==> config.mk <==
export PLATFORM = sky130hd
export DESIGN_NAME = ripple_count_monitor
export DESIGN_NICKNAME = d
export VERILOG_FILES = /design/src/rtl/ripple_count_monitor_pkg.sv /design/src/rtl/ripple_count_monitor_sync_stable_filter.sv /design/src/rtl/ripple_count_monitor.sv
export SDC_FILE = /design/constraint.sdc
export NUM_CORES = 1
export LEC_CHECK = 0
export ABC_AREA = 1
export CORE_AREA = 4 4 93 77
export DETAILED_ROUTE_END_ITERATION = 6
export DIE_AREA = 0 0 97 81
export GPL_TIMING_DRIVEN = 0
export PLACE_DENSITY_LB_ADDON = 0.08
export SYNTH_ARGS = -nofsm -noshare
export SYNTH_HDL_FRONTEND = slang
export SYNTH_SLANG_ARGS = --single-unit
==> constraint.sdc <==
create_clock -name clk -period 2.05 [get_ports clk]
set_clock_uncertainty 0.1 [all_clocks]
set_input_delay 0.3075 -clock clk [delete_from_list [all_inputs] [get_ports clk]]
set_output_delay 0.3075 -clock clk [all_outputs]
set_load 0.05 [all_outputs]
==> src/rtl/ripple_count_monitor_pkg.sv <==
// Shared types and constants for the ripple counter and its monitor.
// Latency: n/a (declarations only).
// Backpressure: n/a.
package ripple_pkg;

  // Default width of the ripple-carry counter and everything that watches it.
  localparam int RIPPLE_WIDTH = 4;

  // Monitor sequence-tracking states.
  typedef enum logic [1:0] {
    SYNC_WAIT = 2'd0,
    RUN       = 2'd1,
    ERR       = 2'd2
  } rcm_state_t;

endpackage

==> src/rtl/ripple_count_monitor_sync_stable_filter.sv <==
// Two-flop resynchroniser plus stability filter for an asynchronous, glitchy bus.
// Latency: accept strobe is high in the cycle before the edge E0+STABLE_N+1 (E0 = first sampling edge).
// Backpressure: none; strobes once per distinct stable value, downstream must absorb it.
//
// Ports:
//   clk, reset          - clock, synchronous active-high reset
//   q_in   [WIDTH]      - raw asynchronous input
//   acc                 - one-cycle strobe: acc_val is a newly settled value
//   acc_val[WIDTH]      - settled value, valid while acc is high
module sync_stable_filter
  import ripple_pkg::*;
#(
  parameter int WIDTH    = RIPPLE_WIDTH,
  parameter int STABLE_N = 2
) (
  input  logic             clk,
  input  logic             reset,
  input  logic [WIDTH-1:0] q_in,
  output logic             acc,
  output logic [WIDTH-1:0] acc_val
);

  localparam int            HW   = $clog2(STABLE_N + 1);
  localparam logic [HW-1:0] HSAT = HW'(STABLE_N);
  localparam logic [HW-1:0] HONE = HW'(1);

  logic [WIDTH-1:0] s1;
  logic [WIDTH-1:0] qs;
  logic [WIDTH-1:0] cand;
  logic [HW-1:0]    hcnt;

  always_ff @(posedge clk) begin
    if (reset) begin
      s1   <= '0;
      qs   <= '0;
      cand <= '0;
      hcnt <= '0;
    end else begin
      s1 <= q_in;
      qs <= s1;
      if (qs != cand) begin
        cand <= qs;
        hcnt <= HONE;
      end else if (hcnt != HSAT) begin
        hcnt <= hcnt + HONE;
      end
    end
  end

  // The strobe marks the edge on which hcnt will land on STABLE_N. A new
  // candidate only qualifies immediately when a single sample is enough;
  // once saturated the count never re-reaches the threshold, so each
  // stable value strobes exactly once.
  assign acc     = (qs != cand) ? (HONE == HSAT) : (hcnt == HSAT - HONE);
  assign acc_val = qs;

endmodule

==> src/rtl/ripple_count_monitor.sv <==
// Resynchronises a ripple counter, checks its +1 sequence, counts wraps and forwards settled values.
// Latency: out_data/out_valid update on edge E0+STABLE_N+1 after q_in settles at sampling edge E0.
// Backpressure: single holding register; an unconsumed value is overwritten by the newest and overrun latches.
//
// Ports:
//   clk, reset                    - clock, synchronous active-high reset
//   q_in      [WIDTH]             - ripple counter output (asynchronous)
//   out_data  [WIDTH], out_valid  - last accepted value / unconsumed flag
//   out_ready                     - consumer takes out_data when out_valid && out_ready
//   wrap_cnt  [WRAP_W]            - max->0 transitions, modulo 2^WRAP_W
//   cnt_reset                     - one-cycle pulse: 0 accepted from a value other than max
//   seq_err, overrun              - sticky error flags
module ripple_count_monitor
  import ripple_pkg::*;
#(
  parameter int WIDTH    = RIPPLE_WIDTH,
  parameter int STABLE_N = 2,
  parameter int WRAP_W   = 8
) (
  input  logic              clk,
  input  logic              reset,
  input  logic [WIDTH-1:0]  q_in,
  output logic [WIDTH-1:0]  out_data,
  output logic              out_valid,
  input  logic              out_ready,
  output logic [WRAP_W-1:0] wrap_cnt,
  output logic              cnt_reset,
  output logic              seq_err,
  output logic              overrun
);

  localparam logic [WIDTH-1:0] VMAX = '1;
  localparam logic [WIDTH-1:0] ONE  = WIDTH'(1);

  rcm_state_t       state;
  rcm_state_t       state_nx;
  logic [WIDTH-1:0] last;
  logic             acc;
  logic [WIDTH-1:0] acc_val;
  logic             wrap_inc;
  logic             crst;
  logic             err_set;

  sync_stable_filter #(
    .WIDTH    (WIDTH),
    .STABLE_N (STABLE_N)
  ) u_filter (
    .clk     (clk),
    .reset   (reset),
    .q_in    (q_in),
    .acc     (acc),
    .acc_val (acc_val)
  );

  // Classify each accepted value against the previous one.
  always_comb begin
    state_nx = state;
    wrap_inc = 1'b0;
    crst     = 1'b0;
    err_set  = 1'b0;
    if (acc) begin
      case (state)
        SYNC_WAIT: begin
          // First value after reset is only a baseline.
          state_nx = RUN;
        end
        RUN: begin
          if (last == VMAX && acc_val == '0) begin
            wrap_inc = 1'b1;
          end else if (last != VMAX && acc_val == last + ONE) begin
            // normal increment, nothing to flag
          end else if (acc_val == '0) begin
            crst = 1'b1;
          end else begin
            err_set  = 1'b1;
            state_nx = ERR;
          end
        end
        ERR: begin
          // Only a counter reset re-establishes a trusted sequence.
          if (acc_val == '0) begin
            crst     = 1'b1;
            state_nx = RUN;
          end
        end
        default: state_nx = SYNC_WAIT;
      endcase
    end
  end

  always_ff @(posedge clk) begin
    if (reset) begin
      state     <= SYNC_WAIT;
      last      <= '0;
      out_data  <= '0;
      out_valid <= 1'b0;
      wrap_cnt  <= '0;
      cnt_reset <= 1'b0;
      seq_err   <= 1'b0;
      overrun   <= 1'b0;
    end else begin
      state     <= state_nx;
      cnt_reset <= crst;
      if (wrap_inc) begin
        wrap_cnt <= wrap_cnt + WRAP_W'(1);
      end
      if (err_set) begin
        seq_err <= 1'b1;
      end
      if (acc) begin
        last      <= acc_val;
        out_data  <= acc_val;
        out_valid <= 1'b1;
        // Simultaneous consume frees the slot, so only a stalled slot overruns.
        if (out_valid && !out_ready) begin
          overrun <= 1'b1;
        end
      end else if (out_valid && out_ready) begin
        out_valid <= 1'b0;
      end
    end
  end

endmodule
# Word-level counts from Yosys, hierarchy flattened
# Cells that the tools add are included.
# totals
ff_bits	32
input_bits	7
output_inout_bits	16
elab_cells	63
# op_classes
addsub	3
eq_ne	12
mux	22
n_bitwise	1
n_reduce_logical	13
# op_table
operator	n
1-bit two-way mux	16
2-bit inequality test (second input constant)	5
8-bit by 1-bit adder with 8-bit output (second input constant)	1
2-bit two-way mux	4
2-bit case mux with 3 select lines	1
5-bit AND reduction	1
4-bit by 1-bit adder with 4-bit output (second input constant)	1
2-bit by 1-bit equality test with 1-bit output (second input constant)	2
4-bit equality test	1
4-bit equality test (second input constant)	1
1-bit logical AND	4
4-bit logical NOT	1
4-bit inequality test	1
4-bit inequality test (second input constant)	1
2-bit nonzero test	2
2-bit OR reduction	2
2-bit by 1-bit adder with 2-bit output (second input constant)	1
2-bit equality test (second input constant)	1
2-bit logical NOT	1
1-bit case mux with 2 select lines	1
2-bit AND reduction	1
1-bit logical NOT	1
1-bit inverter	1

# Logic depth before layout (Yosys ltp)
# depth
ltp_word	7
mapped_depth	12
depth_no_buf	12

# Modules after synthesis
# Synthesis repeated with hierarchy kept, for this count alone.
# hier_totals
cells_unflattened	213
hier_area_um2	1529.0
# by_module_without_submodules
module	instances	cells_per_inst	area_per_inst_um2	seq_area_each_um2
ripple_count_monitor	1	140	996.0	360.3
sync_stable_filter	1	73	533.0	280.3

# Least setup slack after synthesis
# No wires, ideal clock.
# synth_path
kind	flip-flop to flip-flop
start	reg last[0]
end	reg wrap_cnt[2]
setup_time_ns	0.117
arrival_ns	1.669
required_ns	1.833
setup_slack_ns	0.164
path_stages_with_launch	10
n_path_buf	1
synth_period_minus_slack_ns	1.886
path_cell_list	dfxtp_1 -> ha_1 -> nand3_1 -> nor2_2 -> inv_1 -> nor2_4 -> buf_6 -> nand3_1 -> nand2_1 -> nor2_1
# synth_via
elab_chain_cells	5
# synth_lines
element	line_no	source
from (decl)	ripple_count_monitor.sv:37	logic [WIDTH-1:0] last;
from (signal assigned)	ripple_count_monitor.sv:111	last <= acc_val;
4-bit equality test	ripple_count_monitor.sv:68	if (last == VMAX && acc_val == '0) begin
1-bit logical AND	ripple_count_monitor.sv:68	
1-bit two-way mux	ripple_count_monitor.sv:68	
1-bit two-way mux	ripple_count_monitor.sv:62	case (state)
1-bit two-way mux	ripple_count_monitor.sv:61	if (acc) begin
to (signal assigned)	ripple_count_monitor.sv:105	wrap_cnt <= wrap_cnt + WRAP_W'(1);
to (decl)	ripple_count_monitor.sv:26	output logic [WRAP_W-1:0] wrap_cnt,
# Every way passes these cells.
# A chain may end at the register's enable or synchronous reset.

==> metrics.csv <==
metric;value;unit
status;finished clean;
Initial Util;0.243;
peak supply drop;0.220;mV
drt via density;3.85;
leakage;0.000834;uW
Worst Path Required;1640;ps
clock network fraction of total power;0.400;
CP Cell Sequence;clkdlybuf4s50_1;
ys async rst share;0;
total power;1520;uW
Worst Setup SP;last[2];
Comb pwr share;0.151;
drt pass-1 iters;4;
post-synthesis sequential area ratio;0.420;
crit share post-route;0.959;
R2R Setup Slk;310;ps
synth unique cells;26;
synth top area cells;dfxtp_1, nand2_1, inv_1, nor2_1, ha_1;
Die Height;81;um
total gr overflow;0;
CTS root buf;clkbuf_8;
number of global-route vias before repair;1211;
antenna cells;0;
CP Max Fanout;5;
CTS clk-pin slew, worst paths;70;ps
Die Wd;97;um
worst setup path category;flop to output port;
FF-to-FF path depth;10;
Synth top cells by count;nand2_1, inv_1, dfxtp_1, nor2_1, a21oi_1;
CP endpoint kind;output port;
crit path to;out_data[2];
CP max-delay cell;clkdlybuf4s50_1;
pin count of the biggest net entering global routing;12;
core area;6280;um^2
Final min period;1970;ps
DP HPWL;2.44;mm
Routed Antenna Nets;0;
Psw;419;uW
Worst Hold Class;flop to flop;
sequential power share;0.449;
Total GRT Usage;0.0942;
CTS Sinks;32;
Die ar.;7860;um^2
cell area power density;773;nW/um^2
top_reg_cell synth;dfxtp_1;
internal power;1100;uW
global-route wire length before repair;5.87;mm
CP peak stage delay;850;ps
top-area cell type share of the netlist area;0.420;
vias;1225;
P&R area growth vs syn;28.7;%
Setup TNS;0;ps
Skew-Pair Late Insertion Delay;280;ps
share of cells above drive strength 1;0.0897;
Fmax;0.509;GHz
switching share of power;0.276;
Longest Clk Path Bufs;2;
GP Congestion;0.705;
Remaining DRCs;0;
# fillers;678;
cell with the most instances after synthesis;nand2_1;
delay-heaviest family, CP;buffers and inverters;
Slew HR;0.581;
post_cts resized;0;
CTS tree;built;
Yosys reg bits;32;
placed cell areas;1850;um^2
worst path bufs/invs;1;
cell taking the most area after synthesis;dfxtp_1;
nets@finish;248;
CP arrival;1560;ps
mapped cell area;1520;um^2
stages on the worst setup path;1;
H-tree depth;2;
final setup vio count;0;
Critical R2R Capture;state[0];
Final Hold Vio Count;0;
RSZ-0062 raised after global routing;false;
Inserted Clock Buffers;5;
MaxCap Viol Count;0;
routed len/inst;10.5;um
DRT Wirelength;3.35;mm
syn_area_per_cell;7.47;um^2
pins over their slew limit;0;
syn nets;219;
Port Buffer Count;22;
# hold bufs at CTS;0;
origin of the critical flop-to-flop path;last[0];
antenna violations before repair;0;
number of setup buffers added after CTS;0;
EDFF count, synth;0;
YS warnings;0;
Mapped Cells;204;
drt initial violations;38;
Post-Layout Inst Area;1960;um^2
Placement Rows;26;
crit path launch type;flop;
I/O pin total;23;
Worst-Margin Slew;628;ps
==> how the worst min path moves through the flow <==
stage | startpoint | to | cells after the start
after floorplan | reset | u_filter.hcnt[1] | 1
after global placement | u_filter.s1[3] | u_filter.acc_val[3] | 2
after detailed placement | u_filter.s1[1] | u_filter.acc_val[1] | 2
after CTS | u_filter.s1[1] | u_filter.acc_val[1] | 2
after global routing | u_filter.s1[0] | u_filter.acc_val[0] | 2
final | u_filter.s1[0] | u_filter.acc_val[0] | 2
==> stage by stage <==
| stage | hold WS [ps] | worst slack, ps | instances | utilization |
|---|---|---|---|---|
| CTS | 306 | 68.3 | 318 | 0.312 |
| global placement | 293 | 249 | 310 | 0.295 |
| detailed placement | 295 | 255 | 310 | 0.295 |
| floorplan | 286 | 164 | 204 | - |
| finish | 305 | 84.4 | 318 | 0.312 |
| global route | 321 | 11.1 | 318 | 0.312 |
==> cells by family (layout without fill, tap and decap cells) <==
family,Yosys count,after routing,share of synthesized area
and+or+nand+nor,89,89,0.259
DFF,32,32,0.420
AOI/OAI and AO/OA,26,26,0.0993
xor gates and xnor gates,9,9,0.0517
adders and majority gates,8,8,0.0657
buffers and inverters,40,70,0.103
==> placed cells by master, fill, tap and decap left out, drive strengths merged <==
master	netlist	routed
clkdlybuf4s50	0	22
buf	2	2
dfxtp	32	32
clkinv	1	2
inv	36	36
ha	8	8
o31ai	1	1
a21oi	16	16
nor2	34	34
nand4	3	3
nand3	11	11
xor2	4	4
bufinv	0	1
nor3	1	1
o21ai	7	7
a31oi	1	1
clkinvlp	0	1
nor3b	1	1
o21bai	1	1
nand2	39	39
xnor2	5	5
clkbuf	1	6
==> flip-flops by register name, indices dropped and copies added (netlist names) <==
| name | cells |
|---|---|
| wrap_cnt | 8 |
| last | 4 |
| u_filter.acc_val | 4 |
| u_filter.cand | 4 |
| u_filter.s1 | 4 |
| state | 2 |
| u_filter.hcnt | 2 |
| cnt_reset | 1 |
| out_valid | 1 |
| overrun | 1 |
| seq_err | 1 |
==> layer usage <==
metal / GRT usage / vias to the layer above / share of wire
met4: 0.0337 / 0 / 0.0069
met5: 0 / - / 0
met3: 0.0300 / 2 / 0.042
met1: 0.135 / 522 / 0.56
li1: - / 682 / -
met2: 0.131 / 19 / 0.39
==> power by group through the flow <==
stage | combinational, uW | sequential (uW) | clock (uW)
final | 229 | 680 | 607
after detailed placement | 232 | 695 | 0
after global placement | 234 | 696 | 0
after floorplan | 129 | 726 | 0
after global routing | 261 | 685 | 669
after CTS | 234 | 680 | 633
==> final cells by class <==
cell class	instances	area, um^2	share of cell area
multi-input cells	132	726	0.370
plain buffers	3	18.8	0.00957
clock buffers	5	68.8	0.0351
well taps	84	105	0.0536
inverters	37	139	0.0708
repair buffers	22	220	0.112
flip-flops and latches	32	641	0.327
clock inverters	3	42.5	0.0217
Note: power is estimated with default switching activity, not from simulation.
==> patch 1, RTL diff (config.mk and constraints unchanged) <==
Encoding of `rcm_state_t`: now one-hot (3 bits for 3 states).
--- a/src/rtl/ripple_count_monitor_pkg.sv
+++ b/src/rtl/ripple_count_monitor_pkg.sv
@@ -7,10 +7,10 @@
   localparam int RIPPLE_WIDTH = 4;
 
   // Monitor sequence-tracking states.
-  typedef enum logic [1:0] {
-    SYNC_WAIT = 2'd0,
-    RUN       = 2'd1,
-    ERR       = 2'd2
+  typedef enum logic [2:0] {
+    SYNC_WAIT = 3'b001,
+    RUN       = 3'b010,
+    ERR       = 3'b100
   } rcm_state_t;
 
 endpackage
Check against the original RTL: no difference found for any inputs over 10 cycles, from zero or initial values and one cycle with reset high; not proved beyond that.
==> patch 1 against the unedited design <==
- sequential share of layout area increased by 0.89 points
- largest power group unchanged
- highest routed layer unchanged
- sequential cell count rose by 1
- power increased by 3.1%
- area after synthesis grew 0.66%
- routed wire length grew 1.9%
- design area rose by 0.38%
- worst setup slack worse by 4.8 ps
- worst hold slack worse by 170 ps
==> patch 1: results (changes against the unedited design) <==
[pwr]
peakVddDrop_uv=335.9  ; was 219.8 uV
swShare_pct=26.47  ; was 27.65%
internal_power_mw=1.150  ; was 1.097 mW
comb_power_mw=0.223  ; was 0.229 mW
p_leak_nw=0.8439  ; was 0.8340 nW
pg_clk_mw=0.641  ; was 0.607 mW

[global_route]
grt_max_degree=11  ; was 12
gr-usage-met2_pct=14.53  ; was 13.09%
met1_usage_pct=12.20  ; was 13.51%
grt_use_met3_pct=2.833  ; was 3.004%
track_usage_pct=9.354  ; was 9.419%
grt_pass1_wl_um=5865  ; was 5871 um

[status]
status=finished clean  ; unchanged

[logic_synthesis]
syn-num-nets=224  ; was 219
synth_area_leaders=dfxtp_1 (43%), nand2_1 (13%), inv_1 (7.8%)  ; was dfxtp_1 (42%), nand2_1 (9.6%), inv_1 (8.6%)
seq_area_frac_synth_pct=43.07  ; was 42.04%
synth_warnings=0  ; unchanged
yosys-top-cells-count=nand2_1 (55), dfxtp_1 (33), inv_1 (32), nor2_1 (21), a21oi_1 (17)  ; was nand2_1 (39), inv_1 (35), dfxtp_1 (32), nor2_1 (29), a21oi_1 (12)
synth-xor-area-share_pct=4.568  ; was 5.172%
synth.distinct_cells=23  ; was 26
synth-compound-area-share_pct=8.238  ; was 9.934%
synth_fa_ha_area_share_pct=3.263  ; was 6.568%
synth-edff-count=0  ; unchanged

[routing]
wirelength_um=3416  ; was 3353 um
initialDrtViolationCount=36  ; was 38
vias=1284  ; was 1,225
met3_length_um=129  ; was 140 um
m1WireLength_um=1819  ; was 1869 um
firstDrtPassIters=4  ; unchanged
highest_layer=met4  ; unchanged
wl_met2_um=1421  ; was 1319 um

[finish]
post_route_cells_drive_above_1_share_pct=8.678  ; was 8.974%
regMostFlops=wrap_cnt  ; unchanged
fill_cells=702  ; was 678
final_nets=252  ; was 248
diodes=0  ; unchanged

[place]
gp_congestion=0.6819  ; was 0.7051
place_hpwl_um=2550  ; was 2436 um
dp_slack_ps=214.9  ; was 254.9 ps
io_buffers=21  ; was 22

[worst_setup_path]
worstPathMaxFanout=5  ; unchanged
slowest_stage=clkdlybuf4s50_1  ; unchanged
crit_arrival_ps=1560  ; about the same
critPathTopFamily=buffers and inverters  ; unchanged

[clocking]
post_cts_buffers=0  ; unchanged
htreeDepth=2  ; unchanged
clockBufferDepth=2  ; unchanged
clk_pin_slew_ps=70  ; about the same
numCtsBuffers=5  ; unchanged
cts_resized=0  ; unchanged

[timing]
max_slew.worst_pin.slew_ps=534.0  ; was 628.5 ps

[hold_path]
hold_class=in -> reg  ; was reg -> reg

-- patch 1: cell count changes in the layout (fill, tap and decap cells not counted), sizes merged, moves of 2 or more --
cell,before,now
nor3,1,6
ha,8,4
o21ai,7,4
nor2,34,25
clkinv,2,0
clkdlybuf4s50,22,20
clkbuf,6,9
nand2,39,58
-- patch 1: cell type report --
class                      count  share of cell area [%]
sequential                    33                   33.57
buffer                         3                  0.7629
clock buffer                   7                   4.387
tap                           84                   5.340
timing repair buffer          21                   10.81
clock inverter                 1                   1.526
inverter                      36                   6.866
multi-input combinational    141                   36.75
-- patch 1: final timing paths --
check	startpoint	end	slack [ps]	cells after the start
worst min register to register	u_filter.s1[2]	u_filter.acc_val[2]	300	2
worst min-delay path	reset	wrap_cnt[6]	130	2
worst max register to register	last[0]	wrap_cnt[0]	240	8
worst max-delay path	last[0]	out_data[0]	80	1
-- patch 1: per-stage QoR --
stage	area, sq um	cells
global route	1968	326
floorplan	1534	213
detailed placement	1849	318
finish	1968	326
CTS	1966	326
global placement	1849	318
==> patch 2, RTL diff (same settings) <==
Without the edit above. `RIPPLE_WIDTH`: 4 -> 3.
--- a/src/rtl/ripple_count_monitor_pkg.sv
+++ b/src/rtl/ripple_count_monitor_pkg.sv
@@ -4,7 +4,7 @@
 package ripple_pkg;
 
   // Default width of the ripple-carry counter and everything that watches it.
-  localparam int RIPPLE_WIDTH = 4;
+  localparam int RIPPLE_WIDTH = 3;
 
   // Monitor sequence-tracking states.
   typedef enum logic [1:0] {
Interface: changed (resized out_data and q_in); port bits go from 23 to 21. No check against the original RTL was run, so the function may have changed too.
==> patch 2 against the unedited design <==
- final cell count is 8.5% lower
- design area is 10% lower
- sequential cell count decreased by 4
- power shrank 24%
- count of clock-buffer cells in the layout decreased by 1
- largest cell class unchanged
- critical path depth did not move
- routed wire length shrank 8.8%
- utilization shrank 3.2 points
- worst setup slack better by 13 ps
- area after synthesis is 8.5% lower
==> patch 2: results (changes against the unedited design) <==
[status]
status=finished clean  ; unchanged

[logic_synthesis]
synth-xor-area-share_pct=3.677  ; was 5.172%
yosys-top-cells-count=nand2_1 (33), dfxtp_1 (28), inv_1 (27), nor2_1 (25)  ; was nand2_1 (39), inv_1 (35), dfxtp_1 (32), nor2_1 (29), a21oi_1 (12)
synth_area_leaders=dfxtp_1 (40%), nand2_1 (8.9%), ha_1 (8.1%)  ; was dfxtp_1 (42%), nand2_1 (9.6%), inv_1 (8.6%)
synth.distinct_cells=29  ; was 26
netlist_instances=183  ; was 204

[pwr]
total_power_mw=1.152  ; was 1.516 mW
comb_power_share_pct=18.7  ; was 15.1%
power_switching_mw=0.3324  ; was 0.4192 mW

[place]
place_hpwl_um=2349  ; was 2436 um
gp_congestion=0.7141  ; was 0.7051
dp_slack_ps=-28.63  ; was 254.9 ps

[worst_setup_path]
critPathLaunch=wrap_cnt[5]  ; was last[2]
reg2reg_depth=11  ; was 10
crit_arrival_ps=1540  ; was 1560 ps

[finish]
post_route_cells_drive_above_1_share_pct=8.696  ; was 8.974%
fill_cells=679  ; was 678

[routing]
m1WireLength_um=1554  ; was 1869 um
wirelength_um=3058  ; was 3353 um
wl_met2_um=1366  ; was 1319 um
met3_length_um=115  ; was 140 um
initialDrtViolationCount=56  ; was 38

[global_route]
grt_pass1_wl_um=5050  ; was 5871 um
grt_pass1_vias=1037  ; was 1,211

[clocking]
htreeDepth=1  ; was 2
clk_pin_slew_ps=100  ; was 70 ps
numCtsBuffers=3  ; was 5

[timing]
slew_headroom_pct=63.90  ; was 58.10%
fmax_mhz=512.2  ; was 508.8 MHz

-- patch 2: cell types whose count changed after synthesis, sizes merged, moves of 3 or more --
cell | before | now
nor2 | 34 | 27
inv | 36 | 31
dfxtp | 32 | 28
a21oi | 16 | 13
nand2 | 39 | 36
nand3 | 11 | 14
nand4 | 3 | 6
-- patch 2: area by class of cell --
cell class	count	share of cell area [%]
Multi-Input combinational cell	121	39.57
Sequential cell	28	31.89
Timing Repair Buffer	20	11.53
Inverter	31	6.619
Tap cell	84	5.979
Clock buffer	4	3.132
Buffer	3	1.281
-- patch 2: how the worst min path moves through the flow --
stage	startpoint	end	slack (ps)
after floorplan	u_filter.s1[0]	u_filter.acc_val[0]	290
after global placement	u_filter.s1[2]	u_filter.acc_val[2]	290
after detailed placement	u_filter.s1[1]	u_filter.acc_val[1]	290
after CTS	u_filter.s1[1]	u_filter.acc_val[1]	310
after global routing	u_filter.s1[1]	u_filter.acc_val[1]	330
final	u_filter.s1[1]	u_filter.acc_val[1]	310
